### src/rtl/dsp_mem_arbiter_if.sv
// dsp_mem_arbiter_if: core/loader request ports and the memory bank bus.
// slave = arbiter side, master = requesters plus memory model side.
interface dsp_mem_arbiter_if #(
  parameter int ADDR_W = 16,
  parameter int DATA_W = 32
);
  logic              a_req;
  logic              a_we;
  logic              a_lock;
  logic [ADDR_W-1:0] a_addr;
  logic [DATA_W-1:0] a_wdata;
  logic              a_gnt;
  logic              a_rvalid;
  logic [DATA_W-1:0] a_rdata;

  logic              b_req;
  logic              b_we;
  logic              b_lock;
  logic [ADDR_W-1:0] b_addr;
  logic [DATA_W-1:0] b_wdata;
  logic              b_gnt;
  logic              b_rvalid;
  logic [DATA_W-1:0] b_rdata;

  logic [ADDR_W-1:0] mem_addr;
  logic [DATA_W-1:0] mem_wdata;
  logic              mem_we;
  logic              mem_en;
  logic [DATA_W-1:0] mem_rdata;

  modport slave (
    input  a_req, a_we, a_lock, a_addr, a_wdata,
    output a_gnt, a_rvalid, a_rdata,
    input  b_req, b_we, b_lock, b_addr, b_wdata,
    output b_gnt, b_rvalid, b_rdata,
    output mem_addr, mem_wdata, mem_we, mem_en,
    input  mem_rdata
  );

  modport master (
    output a_req, a_we, a_lock, a_addr, a_wdata,
    input  a_gnt, a_rvalid, a_rdata,
    output b_req, b_we, b_lock, b_addr, b_wdata,
    input  b_gnt, b_rvalid, b_rdata,
    input  mem_addr, mem_wdata, mem_we, mem_en,
    output mem_rdata
  );
endinterface

### src/rtl/dsp_mem_arbiter.sv
// dsp_mem_arbiter: two-port round-robin arbiter for Data Memory Bank II.
// Ports: clk, rst (async, active-high), bus (dsp_mem_arbiter_if.slave):
//   a_* core port, b_* sample-loader port, mem_* synchronous memory bus.
// Macro DSP_ARB_LOCK_EN enables the lock FSM (OWN_A/OWN_B, MAX_LOCK cap);
// without it a_lock/b_lock are ignored and arbitration is pure round-robin.
module dsp_mem_arbiter #(
  parameter int ADDR_W   = 16,
  parameter int DATA_W   = 32,
  parameter int MAX_LOCK = 8
) (
  input  logic              clk,
  input  logic              rst,
  dsp_mem_arbiter_if.slave  bus
);

  // last_winner: 0 = A, 1 = B
  logic              last_winner;
  logic              a_gnt;
  logic              b_gnt;
  logic              a_acc;
  logic              b_acc;
  logic              own_a;
  logic              own_b;
  logic              a_rvalid;
  logic              b_rvalid;
  logic [DATA_W-1:0] a_rdata_q;
  logic [DATA_W-1:0] b_rdata_q;

`ifdef DSP_ARB_LOCK_EN
  typedef enum logic [1:0] {
    IDLE,
    OWN_A,
    OWN_B
  } state_t;

  localparam logic [7:0] MAX_CNT = 8'(MAX_LOCK);

  state_t     state;
  logic [7:0] lock_cnt;

  assign own_a = (state == OWN_A);
  assign own_b = (state == OWN_B);

  // A lock of length one can never be held, so MAX_LOCK=1 stays in IDLE.
  always_ff @(posedge clk or posedge rst) begin
    if (rst) begin
      state    <= IDLE;
      lock_cnt <= 8'd0;
    end else begin
      unique case (state)
        IDLE: begin
          if (a_acc && bus.a_lock && MAX_CNT != 8'd1) begin
            state    <= OWN_A;
            lock_cnt <= 8'd1;
          end else if (b_acc && bus.b_lock && MAX_CNT != 8'd1) begin
            state    <= OWN_B;
            lock_cnt <= 8'd1;
          end
        end
        OWN_A: begin
          if (!bus.a_req) begin
            state    <= IDLE;
            lock_cnt <= 8'd0;
          end else if (!bus.a_lock || lock_cnt + 8'd1 == MAX_CNT) begin
            state    <= IDLE;
            lock_cnt <= 8'd0;
          end else begin
            lock_cnt <= lock_cnt + 8'd1;
          end
        end
        OWN_B: begin
          if (!bus.b_req) begin
            state    <= IDLE;
            lock_cnt <= 8'd0;
          end else if (!bus.b_lock || lock_cnt + 8'd1 == MAX_CNT) begin
            state    <= IDLE;
            lock_cnt <= 8'd0;
          end else begin
            lock_cnt <= lock_cnt + 8'd1;
          end
        end
        default: begin
          state    <= IDLE;
          lock_cnt <= 8'd0;
        end
      endcase
    end
  end
`else
  logic unused_lock;

  assign own_a       = 1'b0;
  assign own_b       = 1'b0;
  assign unused_lock = bus.a_lock ^ bus.b_lock;
`endif

  // Grants are gated by rst so nothing is granted while reset is held.
  always_comb begin
    a_gnt = 1'b0;
    b_gnt = 1'b0;
    if (!rst) begin
      if (own_a) begin
        a_gnt = bus.a_req;
      end else if (own_b) begin
        b_gnt = bus.b_req;
      end else if (bus.a_req && bus.b_req) begin
        a_gnt = last_winner;
        b_gnt = !last_winner;
      end else begin
        a_gnt = bus.a_req;
        b_gnt = bus.b_req;
      end
    end
  end

  assign a_acc = bus.a_req & a_gnt;
  assign b_acc = bus.b_req & b_gnt;

  always_comb begin
    bus.mem_addr  = '0;
    bus.mem_wdata = '0;
    bus.mem_we    = 1'b0;
    if (a_gnt) begin
      bus.mem_addr  = bus.a_addr;
      bus.mem_wdata = bus.a_wdata;
      bus.mem_we    = bus.a_we;
    end else if (b_gnt) begin
      bus.mem_addr  = bus.b_addr;
      bus.mem_wdata = bus.b_wdata;
      bus.mem_we    = bus.b_we;
    end
  end

  assign bus.mem_en = a_gnt | b_gnt;
  assign bus.a_gnt  = a_gnt;
  assign bus.b_gnt  = b_gnt;

  always_ff @(posedge clk or posedge rst) begin
    if (rst) begin
      last_winner <= 1'b1;
    end else if (a_acc) begin
      last_winner <= 1'b0;
    end else if (b_acc) begin
      last_winner <= 1'b1;
    end
  end

  // Memory data is valid in the rvalid cycle itself; the holding
  // register keeps it visible afterwards.
  always_ff @(posedge clk or posedge rst) begin
    if (rst) begin
      a_rvalid  <= 1'b0;
      b_rvalid  <= 1'b0;
      a_rdata_q <= '0;
      b_rdata_q <= '0;
    end else begin
      a_rvalid <= a_acc & ~bus.a_we;
      b_rvalid <= b_acc & ~bus.b_we;
      if (a_rvalid) a_rdata_q <= bus.mem_rdata;
      if (b_rvalid) b_rdata_q <= bus.mem_rdata;
    end
  end

  assign bus.a_rvalid = a_rvalid;
  assign bus.b_rvalid = b_rvalid;
  assign bus.a_rdata  = a_rvalid ? bus.mem_rdata : a_rdata_q;
  assign bus.b_rdata  = b_rvalid ? bus.mem_rdata : b_rdata_q;

endmodule
### src/flat_wrapper.sv
// flat-port wrapper written by rule: the top's interface ports become plain ports
module dsp_mem_arbiter_flat 
#(
  parameter int ADDR_W   = 16,
  parameter int DATA_W   = 32,
  parameter int MAX_LOCK = 8
)
  (clk, rst, bus_a_req, bus_a_we, bus_a_lock, bus_a_addr, bus_a_wdata, bus_a_gnt, bus_a_rvalid, bus_a_rdata, bus_b_req, bus_b_we, bus_b_lock, bus_b_addr, bus_b_wdata, bus_b_gnt, bus_b_rvalid, bus_b_rdata, bus_mem_addr, bus_mem_wdata, bus_mem_we, bus_mem_en, bus_mem_rdata);
  dsp_mem_arbiter_if #(.ADDR_W(ADDR_W), .DATA_W(DATA_W)) bus_i ();
  input  logic clk;
  input  logic rst;
  input wire logic [$bits(bus_i.a_req)-1:0] bus_a_req;
  input wire logic [$bits(bus_i.a_we)-1:0] bus_a_we;
  input wire logic [$bits(bus_i.a_lock)-1:0] bus_a_lock;
  input wire logic [$bits(bus_i.a_addr)-1:0] bus_a_addr;
  input wire logic [$bits(bus_i.a_wdata)-1:0] bus_a_wdata;
  output wire logic [$bits(bus_i.a_gnt)-1:0] bus_a_gnt;
  output wire logic [$bits(bus_i.a_rvalid)-1:0] bus_a_rvalid;
  output wire logic [$bits(bus_i.a_rdata)-1:0] bus_a_rdata;
  input wire logic [$bits(bus_i.b_req)-1:0] bus_b_req;
  input wire logic [$bits(bus_i.b_we)-1:0] bus_b_we;
  input wire logic [$bits(bus_i.b_lock)-1:0] bus_b_lock;
  input wire logic [$bits(bus_i.b_addr)-1:0] bus_b_addr;
  input wire logic [$bits(bus_i.b_wdata)-1:0] bus_b_wdata;
  output wire logic [$bits(bus_i.b_gnt)-1:0] bus_b_gnt;
  output wire logic [$bits(bus_i.b_rvalid)-1:0] bus_b_rvalid;
  output wire logic [$bits(bus_i.b_rdata)-1:0] bus_b_rdata;
  output wire logic [$bits(bus_i.mem_addr)-1:0] bus_mem_addr;
  output wire logic [$bits(bus_i.mem_wdata)-1:0] bus_mem_wdata;
  output wire logic [$bits(bus_i.mem_we)-1:0] bus_mem_we;
  output wire logic [$bits(bus_i.mem_en)-1:0] bus_mem_en;
  input wire logic [$bits(bus_i.mem_rdata)-1:0] bus_mem_rdata;
  assign bus_i.a_req = bus_a_req;
  assign bus_i.a_we = bus_a_we;
  assign bus_i.a_lock = bus_a_lock;
  assign bus_i.a_addr = bus_a_addr;
  assign bus_i.a_wdata = bus_a_wdata;
  assign bus_a_gnt = bus_i.a_gnt;
  assign bus_a_rvalid = bus_i.a_rvalid;
  assign bus_a_rdata = bus_i.a_rdata;
  assign bus_i.b_req = bus_b_req;
  assign bus_i.b_we = bus_b_we;
  assign bus_i.b_lock = bus_b_lock;
  assign bus_i.b_addr = bus_b_addr;
  assign bus_i.b_wdata = bus_b_wdata;
  assign bus_b_gnt = bus_i.b_gnt;
  assign bus_b_rvalid = bus_i.b_rvalid;
  assign bus_b_rdata = bus_i.b_rdata;
  assign bus_mem_addr = bus_i.mem_addr;
  assign bus_mem_wdata = bus_i.mem_wdata;
  assign bus_mem_we = bus_i.mem_we;
  assign bus_mem_en = bus_i.mem_en;
  assign bus_i.mem_rdata = bus_mem_rdata;
  dsp_mem_arbiter #(.ADDR_W(ADDR_W), .DATA_W(DATA_W), .MAX_LOCK(MAX_LOCK)) u_core (.clk(clk), .rst(rst), .bus(bus_i));
endmodule
### config.mk
export PLATFORM = sky130hd
export DESIGN_NAME = dsp_mem_arbiter_flat
export DESIGN_NICKNAME = d
export VERILOG_FILES = /design/src/rtl/dsp_mem_arbiter_if.sv /design/src/rtl/dsp_mem_arbiter.sv /design/src/flat_wrapper.sv
export SDC_FILE = /design/constraint.sdc
export NUM_CORES = 1
export LEC_CHECK = 0
export ABC_CLOCK_PERIOD_IN_PS = 2800
export CELL_PAD_IN_SITES_DETAIL_PLACEMENT = 2
export CELL_PAD_IN_SITES_GLOBAL_PLACEMENT = 2
export CORE_ASPECT_RATIO = 0.6
export CORE_MARGIN = 3
export CORE_UTILIZATION = 17
export CTS_BUF_LIST = sky130_fd_sc_hd__clkbuf_8
export CTS_CLUSTER_DIAMETER = 100
export DETAILED_ROUTE_END_ITERATION = 8
export GPL_ROUTABILITY_DRIVEN = 0
export PLACE_DENSITY_LB_ADDON = 0.1
export RECOVER_POWER = 25
export SYNTH_ARGS = -nofsm -noshare
export SYNTH_HDL_FRONTEND = slang
export SYNTH_SLANG_ARGS = --single-unit
### constraint.sdc
create_clock -name clk -period 2.8 [get_ports clk]
set_clock_uncertainty 0.15 [all_clocks]
set_input_delay 0.84 -clock clk [delete_from_list [all_inputs] [get_ports clk]]
set_output_delay 0.84 -clock clk [all_outputs]
set_load 0.02 [all_outputs]
After elaboration in Yosys (flattened, before gate mapping):

Index checks and enable logic that the tools add are counted.

* register bits after elaboration: 67
* bits in latches: 0
* bits in writable memories: 0
* bits in read-only memories: 0
* output and inout port bits: 118
* word-level logic and storage cells: 29
* memories kept: 0

* $add $sub $neg: 0
* $mul: 0
* divide/modulo/power cells: 0
* order comparisons: 0
* equality and inequality tests: 0
* shift-type cells: 0
* mux-type cells: 14
* bitwise operators: 7
* reduce and logical (&&, ||, !) cells: 3

Operators with widths (count)
* 2-to-1 mux 32 bit: 4
* 2-to-1 mux 16 bit: 2
* 2-to-1 mux 1 bit: 8
* AND 1 bit: 4
* inverter 1 bit: 2
* nonzero test 2 bit: 1
* logical AND 1 bit: 1
* logical NOT 1 bit: 1
* OR 1 bit: 1

Depth between registers and ports, before layout:

* depth after elaboration: 6
* gate-level depth with buffers: 6
* gate-level depth less buffers: 3

Worst setup path after synthesis:

OpenSTA, ideal clock, no wires.

* path kind: in2reg
* start point: in rst
* end point: reg u_core.last_winner
* library setup time: 0.097 ns
* arrival: 2.794 ns
* slack: -0.242 ns
* stages: 4
* path buffers: 1
* path through: buf_2 inv_1 a21oi_1 a31oi_1

* longest elaborated chain between the ends: 3
* elaborated cells on any way between the ends: 6
* those cells by class: mux: 3; bitwise: 2; reduce/logical: 1

RTL lines
* start, declared: line flat_wrapper.sv:11 `input logic rst;`
* 2-to-1 mux 1 bit: line dsp_mem_arbiter.sv:101 `if (!rst) begin`
* AND 1 bit, on equally long branches: line dsp_mem_arbiter.sv:116, dsp_mem_arbiter.sv:117
* 2-to-1 mux 1 bit / nonzero test 2 bit (equally long branches)
* end signal, assigned: line dsp_mem_arbiter.sv:140 `last_winner <= 1'b1;`
* end signal, assigned: line dsp_mem_arbiter.sv:142 `last_winner <= 1'b0;`
* end signal, assigned: line dsp_mem_arbiter.sv:144 `last_winner <= 1'b1;`
* end, declared: line dsp_mem_arbiter.sv:17 `logic last_winner;`

Several ways; a longest one is shown, not always the timed one.
A chain may end at the register's enable or synchronous reset.

Worst setup path after layout:

* start point: in bus_b_req
* end point: out bus_mem_wdata[25]

* longest elaborated chain between the ends: 5
* elaborated cells on any way between the ends: 7
* those cells by class: mux: 6; reduce/logical: 1

RTL lines
* start, declared: line flat_wrapper.sv:20 `input wire logic [$bits(bus_i.b_req)-1:0] bus_b_req;`
* logical AND 1 bit: line dsp_mem_arbiter.sv:106 `end else if (bus.a_req && bus.b_req) begin`
* 2-to-1 mux 1 bit: line dsp_mem_arbiter.sv:106
* 2-to-1 mux 1 bit: line dsp_mem_arbiter.sv:101
* 2-to-1 mux 32 bit: line dsp_mem_arbiter.sv:127 `end else if (b_gnt) begin`
* 2-to-1 mux 32 bit *: line dsp_mem_arbiter.sv:123 `if (a_gnt) begin`
* end, declared: line flat_wrapper.sv:29 `output wire logic [$bits(bus_i.mem_wdata)-1:0] bus_mem_wdata;`

Every way passes the cells marked *; elsewhere a longest branch is shown, timed or not.

==> impl_results.md <==
* #FFs+latches synth at 67
* Non-Filler Instances at 808
* Worst vdd ir at about 0.00022 V
* CTS tree: done
* Synth Flop Type: dfrtp_1
* Asr flop ratio synth at 1.00
* Congestion Overflow GR at 0
* Chip height at approximately 110 µm
* Worst slack at placement at -0.934 ns
* Critical path, cell by cell: buf_8, a21boi_4, buf_6, buf_6, clkbuf_16, a32oi_1, nor2_1, buf_4
* CP max stage cell: clkbuf_16
* Initial antenna violation count at 1
* Root Buffer: clkbuf_8
* Max clock buf depth at 2
* Die Wd at roughly 190 µm
* Flop2flop setup slack at 1.39 ns
* Req. time, crit path at 1.81 ns
* Worst path top cell family by delay: buffers and inverters
* Tot GR Track Use at 0.145
* Number of synthesized flops with an enable pin at 0
* Routed Wire Length at ~16000 µm
* Area Overhead vs Synth at 89.4%
* Synth cell types at 20
* Antenna Cells at 0
* Crit path buf inv count at 5
* Hold/Removal Path Class: reg -> reg
* Number of gates on the worst path with buffers counted at 8
* Die Area at 21300 µm²
* Min Tclk post-route at approximately 2.9 ns
* Remaining routing DRC violations at 0
* Final Instance Area at about 6300 µm²
* Max-slew violations at 0
* Detail Placement HPWL at 11700 µm
* CTS Sinks at between 60 and 70
* Syn. warnings at 0
* Synth Cell Area at roughly 3300 µm²
* Fillers at slightly below 2000
* Placed cells at roughly 800
* Status: complete, but fails checks
* Drt first pass iters at 4
* Input/output buffers at around 250
* Crit path arrival time at between 1.5 and 2 ns
* Fraction of layout cells with a size suffix above 1 at 0.376
* Initial Util at 0.178
* Total number of vias at about 3400
* Setup Crit Path Kind: in -> out
* Cell mode on critical path: buf_6
* Worst R2R Path Depth at 5
* Setup violations, final at 27
* Pin count of the biggest net entering global routing at 67
* Clk_lat worst skew at around 0.33 ns
* Avg Inst Size Synth at between 10 and 15 µm²
* Slowest stage delay, CP at roughly 0.16 ns
* Max Cap Viol at 0
* Violated checks: negative setup slack
* Critical Path Start Type: input pin
* Final ANT Viol Nets at 0
* Num ports at ~250
* Placeable core area at ~19000 µm²
* Leak Pwr at between 2 and 3 nW
* Max FO, Critical Path at 6
* Iter 0 DRT Violations at 95
* RSZ-0062 raised after global routing: true
* Synth Net Count at 410
* FMAX at about 0.35 GHz
* Mapped Cells at between 200 and 300
* Nets@finish at around 700
* Avg Vias per Cell at 4.20
* Hold path depth at 1
* Num CTS Buffers at 9
* Row count at 38
* Slew HR at 0.382
* First-pass GRT wire length at ~24000 µm
* Hold Vio Cnt, Final at 0
* Seq/Total Area, Yosys at 0.506
* Pwr dens at 586 nW/µm²
* Part of the cycle the worst path needs at 1.03
* Final setup margin at -0.0725 ns
* CTS clk-pin slew, worst paths at ~0.07 ns
* DP Area at about 6300 µm²
* WHS at 0.333 ns
* Number of global-route vias before repair at 3942
* Slew @ Worst Pin at 0.926 ns
* DR WL/cell at 19.7 µm
* Number of H-tree levels at 3
* CP endpoint kind: output port
## layout by cell type (no fill, tap or decap), drive strengths merged
| cell type | netlist | layout |
|---|---|---|
| dlygate4sd3 | 0 | 1 |
| bufinv | 0 | 1 |
| inv | 1 | 1 |
| a21oi | 1 | 1 |
| dlymetal6s2s | 0 | 2 |
| nand2b | 1 | 1 |
| a32oi | 49 | 49 |
| buf | 23 | 150 |
| nand2 | 3 | 3 |
| nor2 | 53 | 53 |
| clkinvlp | 0 | 2 |
| clkinv | 0 | 2 |
| mux2 | 64 | 64 |
| clkdlybuf4s50 | 0 | 129 |
| dfrtp | 66 | 66 |
| dlygate4sd2 | 0 | 2 |
| clkbuf | 8 | 16 |
| nor3 | 2 | 2 |
| a21boi | 1 | 1 |
| a31oi | 1 | 1 |
| dfstp | 1 | 1 |
## worst paths after layout
kind | startpoint | endpoint
max in group asynchronous | rst | u_core.b_rdata_q[4]$_DFF_PP0_
setup / recovery | bus_b_req | bus_mem_wdata[25]
min in group asynchronous | rst | u_core.last_winner$_DFFE_PP1P_
setup reg to reg | u_core.last_winner$_DFFE_PP1P_ | u_core.bus.a_rvalid$_DFF_PP0_
hold / removal | u_core.a_rdata_q[16]$_DFF_PP0_ | u_core.a_rdata_q[16]$_DFF_PP0_
hold reg to reg | u_core.a_rdata_q[16]$_DFF_PP0_ | u_core.a_rdata_q[16]$_DFF_PP0_
## area by class of cell
class | count | area (µm²) | area share
clock buffers | 10 | 138 | 0.0219
inverters | 1 | 5.00 | 0.000796
multi-input cells | 175 | 1560 | 0.248
flip-flops and latches | 67 | 1680 | 0.267
well taps | 260 | 325 | 0.0518
clock inverters | 5 | 55.1 | 0.00876
repair buffers | 290 | 2530 | 0.402
## kinds of logic after synthesis
group / count (synthesis) / synth area share
buf+inv: 32 / 0.0709
mux: 64 / 0.217
compound gates: 52 / 0.136
simple gates: 59 / 0.0698
flops: 67 / 0.506
## sequential cells by signal (all words and copies together), names as in the netlist
signal	count
u_core.bus.a_rvalid	1
u_core.last_winner	1
u_core.bus.b_rvalid	1
u_core.b_rdata_q	32
u_core.a_rdata_q	32
## where the power goes
| group | internal [W] | switching (W) | total, W | leakage (nW) |
|---|---|---|---|---|
| Combinational | 0.000715 | 0.000898 | 0.00161 | 1.82 |
| Sequential | 0.00120 | 0.0000595 | 0.00126 | 0.797 |
| Clock | 0.000428 | 0.000376 | 0.000804 | 0.0995 |
## stage by stage
stage / util / power [W] / TNS, ns
after global placement: 0.338 / 0.00304 / -62.00
after floorplan: - / 0.00208 / 0
final: 0.338 / 0.00368 / -1.04
after CTS: 0.331 / 0.00373 / -0.780
after global routing: 0.338 / 0.00393 / -3.93
after detailed placement: 0.338 / 0.00309 / -65.43
## what timing repair did
item	4_1_cts	5_1_grt
endpoints found under the setup margin	116	57
hold buffers	0	0
setup buffers	5	1
gates resized for setup	498	48
cloned	4	1
pin swaps	8	36
## cell usage after synthesis, types with 2 or more instances
master / number / area [µm²]
clkbuf_1: 8 / 30.0
buf_2: 4 / 20.0
dfrtp_1: 66 / 1650
buf_1: 2 / 7.51
mux2_2: 4 / 45.0
mux2_1: 60 / 676
buf_6: 9 / 101
buf_4: 7 / 52.6
nor2_1: 53 / 199
a32oi_1: 49 / 429
nand2_1: 3 / 11.3
## layer usage
metal / global-route usage / up-vias / wire (µm)
li1: - / 1562 / -
met3: 0.0658 / 8 / 1310
met2: 0.235 / 123 / 7550
met5: 0 / - / 13
met1: 0.183 / 1697 / 7020
met4: 0.0196 / 2 / 57
Power figures use the tool's default switching activity.
